### config.mk
export PLATFORM = sky130hd
export DESIGN_NAME = fault_task_scheduler
export DESIGN_NICKNAME = d
export VERILOG_FILES = /design/src/rtl/fault_task_scheduler.sv
export SDC_FILE = /design/constraint.sdc
export NUM_CORES = 1
export LEC_CHECK = 0
export CORE_MARGIN = 2
export CORE_UTILIZATION = 30
export DETAILED_ROUTE_END_ITERATION = 8
export PLACE_DENSITY = 0.55
export SYNTH_ARGS = -nofsm -noshare
export SYNTH_HDL_FRONTEND = slang
export SYNTH_SLANG_ARGS = --single-unit
### constraint.sdc
create_clock -name clk -period 2.75 [get_ports clk]
set_input_delay 0.6875 -clock clk [delete_from_list [all_inputs] [get_ports clk]]
set_output_delay 0.6875 -clock clk [all_outputs]
set_load 0.05 [all_outputs]
### src/rtl/fault_task_scheduler.sv
// Fault-unit report FIFO plus the three-phase service sequencer (identify, pick, drop)
// that issues one registered endpoint request per phase to the path planner.
//
// state   | meaning
// IDLE    | no task; pops the next queued unit when one is available
// ID_REQ  | requesting the faulty unit's endpoint
// ID_WAIT | travelling to the faulty unit
// PB_HOLD | waiting for the pick-block module to resolve a supply unit
// PB_REQ  | requesting the supply unit's endpoint
// PB_WAIT | travelling to the supply unit
// BD_REQ  | requesting the faulty unit's endpoint again for the drop
// BD_WAIT | travelling back to the faulty unit
module fault_task_scheduler #(
  parameter int unsigned DEPTH = 4,
  parameter int unsigned EP_W  = 5,
  parameter int unsigned EP_U0 = 29,
  parameter int unsigned EP_U1 = 8,
  parameter int unsigned EP_U2 = 19,
  parameter int unsigned EP_U3 = 19
) (
  input  logic                     clk,
  input  logic                     rst,
  input  logic                     unit_msg,
  input  logic [1:0]               unit_pulse,
  input  logic                     pbm_complete,
  input  logic [1:0]               su,
  input  logic                     req_ready,
  input  logic                     move_done,
  output logic                     cpu_en,
  output logic [EP_W-1:0]          ep,
  output logic                     i_fault,
  output logic [1:0]               phase,
  output logic                     busy,
  output logic [$clog2(DEPTH):0]   fifo_count,
  output logic                     overflow,
  output logic                     bad_unit
);

  localparam int AW = $clog2(DEPTH);
  localparam int CW = AW + 1;

  typedef enum logic [2:0] {
    IDLE, ID_REQ, ID_WAIT, PB_HOLD, PB_REQ, PB_WAIT, BD_REQ, BD_WAIT
  } state_t;

  state_t          state_q, state_d;
  logic [1:0]      mem_q [DEPTH];
  logic [AW-1:0]   wr_ptr_q, wr_ptr_d, rd_ptr_q, rd_ptr_d;
  logic [CW-1:0]   count_q, count_d;
  logic [1:0]      unit_q, unit_d, su_q, su_d;
  logic            cpu_en_q, cpu_en_d;
  logic [EP_W-1:0] ep_q, ep_d;
  logic            overflow_q, overflow_d, bad_q, bad_d;
  logic            full, pop, push_req, push;

  function automatic logic [EP_W-1:0] ep_map(input logic [1:0] code);
    logic [EP_W-1:0] node;
    case (code)
      2'b00:   node = EP_W'(EP_U0);
      2'b01:   node = EP_W'(EP_U1);
      2'b10:   node = EP_W'(EP_U2);
      default: node = EP_W'(EP_U3);
    endcase
    return node;
  endfunction

  assign full     = (count_q == CW'(DEPTH));
  assign push_req = unit_msg && (unit_pulse != 2'b11);
  // A full FIFO still accepts a push when the same cycle pops an entry.
  assign push     = push_req && (!full || pop);

  always_comb begin
    state_d = state_q;
    unit_d  = unit_q;
    su_d    = su_q;
    pop     = 1'b0;
    case (state_q)
      IDLE: begin
        if (count_q != '0) begin
          pop     = 1'b1;
          unit_d  = mem_q[rd_ptr_q];
          state_d = ID_REQ;
        end
      end
      ID_REQ:  if (req_ready) state_d = ID_WAIT;
      ID_WAIT: if (move_done) state_d = PB_HOLD;
      PB_HOLD: begin
        if (pbm_complete) begin
          su_d    = su;
          state_d = PB_REQ;
        end
      end
      PB_REQ:  if (req_ready) state_d = PB_WAIT;
      PB_WAIT: if (move_done) state_d = BD_REQ;
      BD_REQ:  if (req_ready) state_d = BD_WAIT;
      BD_WAIT: if (move_done) state_d = IDLE;
      default: state_d = IDLE;
    endcase
  end

  // Request outputs are registered from the next state, so they rise on entry
  // to a *_REQ state and fall the cycle after acceptance.
  always_comb begin
    cpu_en_d = 1'b0;
    ep_d     = '0;
    case (state_d)
      ID_REQ, BD_REQ: begin
        cpu_en_d = 1'b1;
        ep_d     = ep_map(unit_d);
      end
      PB_REQ: begin
        cpu_en_d = 1'b1;
        ep_d     = ep_map(su_d);
      end
      default: ;
    endcase
  end

  always_comb begin
    wr_ptr_d   = wr_ptr_q;
    rd_ptr_d   = rd_ptr_q;
    count_d    = count_q;
    overflow_d = overflow_q;
    bad_d      = bad_q;
    if (push) wr_ptr_d = wr_ptr_q + AW'(1);
    if (pop)  rd_ptr_d = rd_ptr_q + AW'(1);
    case ({push, pop})
      2'b10:   count_d = count_q + CW'(1);
      2'b01:   count_d = count_q - CW'(1);
      default: count_d = count_q;
    endcase
    if (push_req && full && !pop)            overflow_d = 1'b1;
    if (unit_msg && (unit_pulse == 2'b11))   bad_d      = 1'b1;
  end

  always_ff @(posedge clk) begin
    if (rst) begin
      state_q    <= IDLE;
      wr_ptr_q   <= '0;
      rd_ptr_q   <= '0;
      count_q    <= '0;
      unit_q     <= '0;
      su_q       <= '0;
      cpu_en_q   <= 1'b0;
      ep_q       <= '0;
      overflow_q <= 1'b0;
      bad_q      <= 1'b0;
    end else begin
      state_q    <= state_d;
      wr_ptr_q   <= wr_ptr_d;
      rd_ptr_q   <= rd_ptr_d;
      count_q    <= count_d;
      unit_q     <= unit_d;
      su_q       <= su_d;
      cpu_en_q   <= cpu_en_d;
      ep_q       <= ep_d;
      overflow_q <= overflow_d;
      bad_q      <= bad_d;
    end
  end

  always_ff @(posedge clk) begin
    if (!rst && push) mem_q[wr_ptr_q] <= unit_pulse;
  end

  always_comb begin
    phase = 2'b00;
    case (state_q)
      ID_REQ, ID_WAIT:          phase = 2'b01;
      PB_HOLD, PB_REQ, PB_WAIT: phase = 2'b10;
      BD_REQ, BD_WAIT:          phase = 2'b11;
      default:                  phase = 2'b00;
    endcase
  end

  assign i_fault    = phase[0];
  assign busy       = (state_q != IDLE);
  assign cpu_en     = cpu_en_q;
  assign ep         = ep_q;
  assign fifo_count = count_q;
  assign overflow   = overflow_q;
  assign bad_unit   = bad_q;

endmodule

==> flow_summary_export.csv, run 1 <==
group,metric,value,unit
run_status,status,"finished, final reports clean",
global_routing,grtUsageMet3,0.05962,
synth,syn_nets,149,
worst_hold_path,min_path_type,"flop to flop",
placed_design,dp.cells,222,
synth,synth.area.top_cells,"dfxtp_1 31%, edfxtp_1 16%, nor2_1 5.1%",
clocking,cts_tree,"done",
detailed_routing,drt-wirelength-per-cell,11.17,um
detailed_routing,ant_nets,0,
synth,syn_inst,134,
global_routing,use_met2,0.1736,
clocking,cts_sinks,31,
detailed_routing,firstDrtPassIters,3,
placed_design,place_congestion,0.8049,
critical_path,worstSetupPathType,"flop to output port",
detailed_routing,dr_total_vias,1006,
critical_path,cp_top_family,"buffers and inverters",
sta,setup_violations,0,
sta,tightest_slew,0.5017,ns
floorplan,io_pins,25,
floorplan,die_width,74.21,um
clocking,clkLatencyLatePin,0.28,ns
sta,rsz0062_at_grt,"no",
floorplan,core,4723,sq um
critical_path,r2r_start,"state_q[0]",
global_routing,gr-total-overflow,0,
critical_path,cp-startpoint,"state_q[0]",
layout,synthToLayoutAreaGrowth,26.40,%
global_routing,grt_antenna_before_repair,0,
critical_path,start_kind,"flop",
clocking,clk_pin_slew_worst_paths,0.06,ns
critical_path,cp_cell_sequence,"nor3_2, inv_2, clkdlybuf4s50_1",
placed_design,port_buffers,24,
critical_path,cp.required,2.06,ns
floorplan,die_h,74.21,um
synth,synth_top_area_frac,0.3113,
placed_design,hpwl,1949,um
sta,hold_viol,0,
critical_path,critPathSlowestCell,"clkdlybuf4s50_1",
detailed_routing,drt-initial-drc-count,28,
worst_hold_path,min_from,"bad_unit",
detailed_routing,route.detailed.drc,0,
clocking,cts_root_buf,"clkbuf_8",
critical_path,arrival,1.93,ns
sta,fin_crit_sh,0.9513,
global_routing,use_met1,0.1164,
critical_path,crit_fanout,11,
sta,max_slew_margin,0.6645,
clocking,cts_made_buffers,5,
synth,avgSynthCellArea,11.04,sq um
synth,yosysSeqAreaShare,0.4738,
sta,tns,0,ns
sta,final_max_slew_viol_count,0,
layout,nets,177,
synth,yosys.cell_types.count,44,
clocking,post-cts-setup-buffers,0,
critical_path,end_kind,"output port",
layout,stdcell_count,230,
critical_path,slowest_delay,0.81,ns
synth,yosysTopAreaCell,"dfxtp_1",
job,cap_violations,0,
detailed_routing,routed_wl,2570,um
global_routing,top_usage_layer,"met2",
layout,final_cell_mix,"23 x dfxtp_1, 22 x clkdlybuf4s50_1, 20 x nor2_1",
synth,yosys_warnings,0,
floorplan,initial_core_util,0.3131,
layout,final_common_cell,"dfxtp_1",
floorplan,rows,25,
clocking,holdBufCountCts,0,
critical_path,regToRegSetupSlack,0.49,ns
floorplan,fp.dieArea,5507,sq um
detailed_routing,viasPerCell,4.374,
global_routing,first_global_vias,1041,
synth,synth_area,1479,sq um
power_and_ir_drop,power_switching,0.0009108,W
global_routing,grt_pass1_wl,4333,um
power_and_ir_drop,p_per_area,1128,nW/um^2
global_routing,groute.usage.overall,0.1069,
global_routing,grt_start_max_net_pins,22,
power_and_ir_drop,intPower,0.001197,W
power_and_ir_drop,p_sw_frac,0.4321,
power_and_ir_drop,ir_drop,0.0003962,V
power_and_ir_drop,p_seq_frac,0.318,
sta,clock.fmax,382.3,MHz
layout,diodes,0,
clocking,cts_resized,0,
critical_path,crit_buf_inv,2,
clocking,htreeDepth,2,
power_and_ir_drop,combPwrFrac,0.529,
sta,post-route-min-period,2.616,ns
power_and_ir_drop,power.total,0.002108,W
sta,clock_skew,0.005405,ns
power_and_ir_drop,clockPowerShare,0.153,
power_and_ir_drop,p_leak,0.7566,nW
synth,ys_seq_elements,31,
clocking,cts_buffer_depth,2,
layout,layout-drive-gt1-share,0.1472,
==> flip-flops by register name, indices dropped and copies added, names as in the netlist, named ones only <==
name and flops:
mem_q 8, su_q 2, state_q 3, bad_unit 1, rd_ptr_q 2, overflow 1
fifo_count 3, unit_q 2, wr_ptr_q 2, cpu_en 1, ep 4
==> metrics by stage <==
step	util	area, sq um	setup slack, ns	hold WS [ns]
after floorplan	-	1479	0.2662	0.4758
after global placement	0.3777	1784	0.1867	0.4529
after detailed placement	0.3777	1784	0.1233	0.4661
after CTS	0.3947	1864	0.05406	0.4847
after global routing	0.3958	1869	0.02125	0.5098
final	0.3958	1869	0.1340	0.4753
==> logic make-up after synthesis <==
kind of cell / count (synthesis) / synth area share
buffers and inverters: 13 / 0.04822
muxes: 11 / 0.09644
DFF: 31 / 0.4738
AOI/OAI and AO/OA: 17 / 0.07868
xor gates and xnor gates: 6 / 0.03553
adders and majority gates: 5 / 0.04738
and+or+nand+nor: 51 / 0.2200
==> worst min-delay path, delay by kind of cell, from the launching register on <==
family           cells  cell delay [ns]
AO/OA/AOI/OAI        1             0.04
flip-flops           1             0.33
AND/OR/NAND/NOR      1             0.07
==> synth_stat cells (all sizes together) <==
| library cell | count |
|---|---|
| inv | 6 |
| a21oi | 4 |
| a21boi | 3 |
| a21o | 1 |
| edfxtp | 8 |
| mux4 | 2 |
| nand4b | 1 |
| nand3 | 3 |
| buf | 4 |
| and4bb | 1 |
| dfxtp | 23 |
| a31oi | 3 |
| nand2 | 5 |
| xnor2 | 5 |
| or2 | 2 |
| o2111a | 1 |
| a211oi | 1 |
| xor2 | 1 |
| nand2b | 3 |
| mux2 | 3 |
| o21ai | 3 |
| and2 | 4 |
| nor3b | 2 |
| or3 | 2 |
| ha | 4 |
| fa | 1 |
| mux2i | 6 |
| nor3 | 3 |
| clkbuf | 3 |
| nor2 | 22 |
| a22oi | 1 |
| or3b | 2 |
| nor4 | 1 |
==> final cells by class <==
class | instances | area [sq um]
Sequential cell | 31 | 700.7
Clock inverter | 2 | 7.507
Clock buffer | 6 | 72.57
Tap cell | 67 | 83.83
Fill cell | 475 | 2854
Timing Repair Buffer | 28 | 275.3
Inverter | 6 | 22.52
Multi-Input combinational cell | 90 | 706.9
==> routing by layer <==
layer	vias to the layer above	wire [um]
met5	-	0
met4	0	0
met3	0	185
met2	28	1242
met1	459	1141
li1	519	-
==> power groups by stage <==
| stage | registers [W] | logic (W) | clock network [W] |
|---|---|---|---|
| finish | 0.000671 | 0.00111 | 0.000323 |
| global route | 0.000688 | 0.00120 | 0.000362 |
| CTS | 0.000673 | 0.00113 | 0.000340 |
| detailed placement | 0.000681 | 0.00112 | 0 |
| global placement | 0.000679 | 0.00110 | 0 |
| floorplan | 0.000804 | 0.000744 | 0 |
==> final timing paths <==
kind / depth (start not counted) / endpoint
max: 3 / busy
min: 2 / bad_unit
max reg2reg: 7 / fifo_count[2]
min reg2reg: 2 / bad_unit
Power figures use the tool's default switching activity.
==> run 2: changes to the inputs <==
- CELL_PAD_IN_SITES_DETAIL_PLACEMENT: not set -> 1
- CELL_PAD_IN_SITES_GLOBAL_PLACEMENT: not set -> 1
- PLACE_DENSITY: 0.55 -> 0.65
==> flow_summary_export.csv, run 2 (same netlist as run 1, synthesis figures left out) <==
group,metric,value,unit
run_status,status,"finished, final reports clean",
critical_path,end_kind,"output port",
sta,hold_ws,0.4752,ns
detailed_routing,firstDrtPassIters,4,
detailed_routing,drt-wirelength-per-cell,12.47,um
job,cap_violations,0,
layout,stdcell_count,230,
sta,tns,0,ns
critical_path,cp.required,2.06,ns
power_and_ir_drop,clockPowerShare,0.190,
floorplan,core,4723,sq um
detailed_routing,dr_total_vias,1043,
sta,setup_violations,0,
sta,max_slew_margin,0.6640,
global_routing,grt_start_max_net_pins,22,
detailed_routing,drt-initial-drc-count,31,
floorplan,fp.dieArea,5507,sq um
power_and_ir_drop,p_per_area,1173,nW/um^2
power_and_ir_drop,ir_drop,0.0005621,V
critical_path,arrival,1.96,ns
placed_design,port_buffers,24,
power_and_ir_drop,p_leak,0.7631,nW
global_routing,first_global_vias,1074,
detailed_routing,ant_nets,0,
layout,final_cell_mix,"23 x dfxtp_1, 23 x clkdlybuf4s50_1, 20 x nor2_1",
detailed_routing,viasPerCell,4.535,
power_and_ir_drop,combPwrFrac,0.514,
clocking,cts_made_buffers,5,
floorplan,die_h,74.21,um
sta,hold_viol,0,
layout,fillers,519,
sta,final_max_slew_viol_count,0,
clocking,post-cts-setup-buffers,0,
worst_hold_path,min_path_type,"flop to flop",
floorplan,die_width,74.21,um
layout,regMostFlops,"mem_q",
clocking,cts_sinks,31,
sta,post-route-min-period,2.647,ns
layout,layout-drive-gt1-share,0.1656,
clocking,htreeDepth,2,
clocking,cts_buffer_depth,2,
clocking,cts_tree,"done",
placed_design,dp.cells,222,
global_routing,grt_antenna_before_repair,0,
global_routing,groute.usage.overall,0.1192,
placed_design,hpwl,2252,um
critical_path,start_kind,"flop",
power_and_ir_drop,power.total,0.002227,W
placed_design,place_congestion,0.7580,
layout,synthToLayoutAreaGrowth,28.43,%
clocking,clk_pin_slew_worst_paths,0.07,ns
floorplan,rows,25,
global_routing,use_met2,0.2004,
sta,clock_skew,0.004332,ns
power_and_ir_drop,intPower,0.001290,W
detailed_routing,route.detailed.drc,0,
sta,tightest_slew,0.5025,ns
floorplan,io_pins,25,
global_routing,grt_pass1_wl,4995,um
sta,rsz0062_at_grt,"no",
global_routing,use_met1,0.1479,
floorplan,initial_core_util,0.3131,
clocking,clkLatencyLatePin,0.27,ns
detailed_routing,routed_wl,2868,um
power_and_ir_drop,power_switching,0.0009375,W
layout,diodes,0,
layout,largest_reg_flops,8,
global_routing,grtUsageMet3,0.04065,
sta,clock.fmax,377.8,MHz
power_and_ir_drop,p_seq_frac,0.295,
critical_path,crit_fanout,10,
global_routing,gr-total-overflow,0,
power_and_ir_drop,p_sw_frac,0.4209,
sta,fin_crit_sh,0.9626,
critical_path,worstSetupPathType,"flop to output port",
global_routing,top_usage_layer,"met2",
clocking,cts_root_buf,"clkbuf_8",
layout,nets,177,
run 2: repair_timing:
item	CTS	global route
hold buffers	0	0
endpoints found under the setup margin	0	1
gates resized for setup	0	1
run 2: area by class of cell:
type,instances,area (sq um),area share
well taps,67,83.83,0.04414
clock inverters,1,5.005,0.002635
repair buffers,28,272.8,0.1436
flip-flops and latches,31,700.7,0.3689
inverters,6,22.52,0.01186
multi-input cells,90,706.9,0.3722
clock buffers,7,107.6,0.05665
run 2: power groups by stage:
stage	Sequential [W]	Combinational [W]	Clock (W)
finish	0.000657	0.00115	0.000424
global route	0.000677	0.00125	0.000462
CTS	0.000661	0.00116	0.000441
detailed placement	0.000671	0.00116	0
global placement	0.000661	0.00114	0
floorplan	0.000804	0.000744	0
run 2: path summary, 6_finish.rpt:
path         startpoint            end  slack (ns)  cells after the start
max reg2reg  state_q[1]  fifo_count[2]        0.49                      7
max          state_q[1]           busy        0.10                      3
min reg2reg    overflow       overflow        0.48                      2
min            overflow       overflow        0.48                      2
run 2: worst max-delay path: stages, from the launching register on:
cell and delay [ns]:
dfxtp_1 0.61, nor3_2 0.14, inv_2 0.12, clkdlybuf4s50_1 0.81
run 2: metal layers:
metal	vias to the layer above	share of wire	wire [um]
met5	-	0	0
met4	0	0.0098	28
met3	4	0.043	123
met2	23	0.48	1390
met1	499	0.46	1327
li1	517	-	-
run 2: through the flow:
step                setup WS, ns  utilization  instance area (sq um)
detailed placement       0.04746       0.3777                   1784
global placement          0.1114       0.3777                   1784
global route             0.01281       0.4021                   1899
CTS                      0.09431       0.4016                   1897
floorplan                 0.2662            -                   1479
finish                    0.1029       0.4021                   1899
==> run 3: changes to the inputs <==
- SETUP_SLACK_MARGIN: not set -> 0.4
==> flow_summary_export.csv, run 3 (same netlist as run 1, synthesis figures left out) <==
group,metric,value,unit
run_status,status,"finished, final reports clean",
global_routing,grt_pass1_wl,5368,um
floorplan,core,4723,sq um
worst_hold_path,min_path_type,"flop to flop",
detailed_routing,drt-initial-drc-count,31,
sta,post-route-min-period,2.296,ns
placed_design,place_congestion,0.7522,
clocking,clk_pin_slew_worst_paths,0.07,ns
floorplan,io_pins,25,
critical_path,cp.required,2.06,ns
placed_design,place_ws,0.003390,ns
floorplan,fp.dieArea,5507,sq um
floorplan,rows,25,
sta,clock_skew,0.005669,ns
global_routing,groute.usage.overall,0.1288,
detailed_routing,ant_nets,0,
power_and_ir_drop,intPower,0.001231,W
sta,rsz0062_at_grt,"yes",
power_and_ir_drop,p_per_area,1145,nW/um^2
power_and_ir_drop,p_leak,0.7878,nW
layout,layout-drive-gt1-share,0.2270,
placed_design,port_buffers,24,
critical_path,start_kind,"flop",
layout,diodes,0,
floorplan,initial_core_util,0.3131,
sta,tightest_slew,0.5074,ns
clocking,cts_sinks,31,
sta,setup_violations,0,
sta,hold_viol,0,
sta,fin_ws,0.4545,ns
detailed_routing,drt-wirelength-per-cell,13.57,um
critical_path,worstSetupPathType,"flop to output port",
layout,largest_reg_flops,8,
layout,nets,177,
floorplan,die_h,74.21,um
clocking,cts_made_buffers,5,
sta,max_slew_margin,0.6607,
detailed_routing,routed_wl,3122,um
critical_path,arrival,1.61,ns
power_and_ir_drop,power.total,0.002210,W
critical_path,end_kind,"output port",
global_routing,grt_antenna_before_repair,0,
power_and_ir_drop,power_switching,0.0009783,W
global_routing,grt_start_max_net_pins,22,
sta,tns,0,ns
power_and_ir_drop,p_sw_frac,0.4427,
clocking,cts_tree,"done",
power_and_ir_drop,p_seq_frac,0.308,
layout,fin_util,0.4085,
power_and_ir_drop,ir_drop,0.0005575,V
layout,synthToLayoutAreaGrowth,30.46,%
power_and_ir_drop,combPwrFrac,0.539,
critical_path,crit_fanout,11,
power_and_ir_drop,clockPowerShare,0.153,
clocking,cts_root_buf,"clkbuf_8",
clocking,cts_buffer_depth,2,
detailed_routing,viasPerCell,4.557,
layout,final_cell_mix,"22 x dfxtp_1, 20 x nor2_1, 17 x clkdlybuf4s50_1",
floorplan,die_width,74.21,um
global_routing,first_global_vias,1192,
layout,regMostFlops,"mem_q",
detailed_routing,firstDrtPassIters,2,
sta,clock.fmax,435.6,MHz
global_routing,gr-total-overflow,0,
layout,final_common_cell,"dfxtp_1",
clocking,clkLatencyLatePin,0.28,ns
sta,fin_crit_sh,0.8347,
placed_design,hpwl,2320,um
job,cap_violations,0,
clocking,holdBufCountCts,0,
clocking,htreeDepth,2,
detailed_routing,route.detailed.drc,0,
sta,final_max_slew_viol_count,0,
critical_path,regToRegSetupSlack,0.53,ns
detailed_routing,dr_total_vias,1048,
-- run 3: cell types whose count changed in the layout (fill, tap and decap cells not counted), sizes merged --
cell / before / now
clkdlybuf4s15: 0 / 2
clkdlybuf4s50: 23 / 17
clkinv: 1 / 2
dlygate4sd2: 0 / 1
dlymetal6s2s: 1 / 3
-- run 3: routing by layer --
layer	up-vias	global-route usage	wire length [um]
met5	-	0	0
met4	0	0.03770	39
met3	5	0.05014	145
met2	25	0.2232	1456
met1	500	0.1480	1481
li1	518	-	-
-- run 3: power groups by stage --
stage / registers, W / logic (W) / clock network, W
6_report: 0.000681 / 0.00119 / 0.000339
5_1_grt: 0.000698 / 0.00128 / 0.000375
4_1_cts: 0.000678 / 0.00116 / 0.000344
3_5_place_dp: 0.000687 / 0.00115 / 0
3_3_place_gp: 0.000679 / 0.00112 / 0
2_1_floorplan: 0.000804 / 0.000752 / 0
-- run 3: cell type report --
type,count,area [sq um]
Inverter,6,22.52
Timing Repair Buffer,28,274.0
Sequential cell,31,701.9
Clock buffer,6,72.57
Tap cell,67,83.83
Clock inverter,2,7.507
Fill cell,528,2794
Multi-Input combinational cell,90,767.0
-- run 3: metrics by stage --
step | area [sq um] | cells | hold WS (ns)
6_report | 1929 | 230 | 0.4770
5_1_grt | 1929 | 230 | 0.5475
4_1_cts | 1874 | 230 | 0.4902
3_5_place_dp | 1784 | 221 | 0.4745
3_3_place_gp | 1784 | 221 | 0.4716
2_1_floorplan | 1486 | 134 | 0.4758
-- run 3: repair_timing --
action                                  in CTS  in global routing
gates cloned                                 0                  0
resized for setup                           10                 16
hold endpoints to repair                     0                  0
buffers inserted                             1                  0
endpoints found under the setup margin       6                  8
pin swaps                                    2                  2
-- run 3: worst max-delay path, cell delays in order (launching register included) --
cell and delay [ns]:
dfxtp_1 0.61, nand2b_1 0.16, xnor2_2 0.16, clkdlybuf4s15_2 0.39
-- run 3: worst paths after layout --
path / endpoint / cells after the start / start
worst max-delay path: phase[0] / 3 / state_q[0]
worst min-delay path: overflow / 2 / overflow
worst max register to register: fifo_count[2] / 7 / state_q[0]
worst min register to register: overflow / 2 / overflow
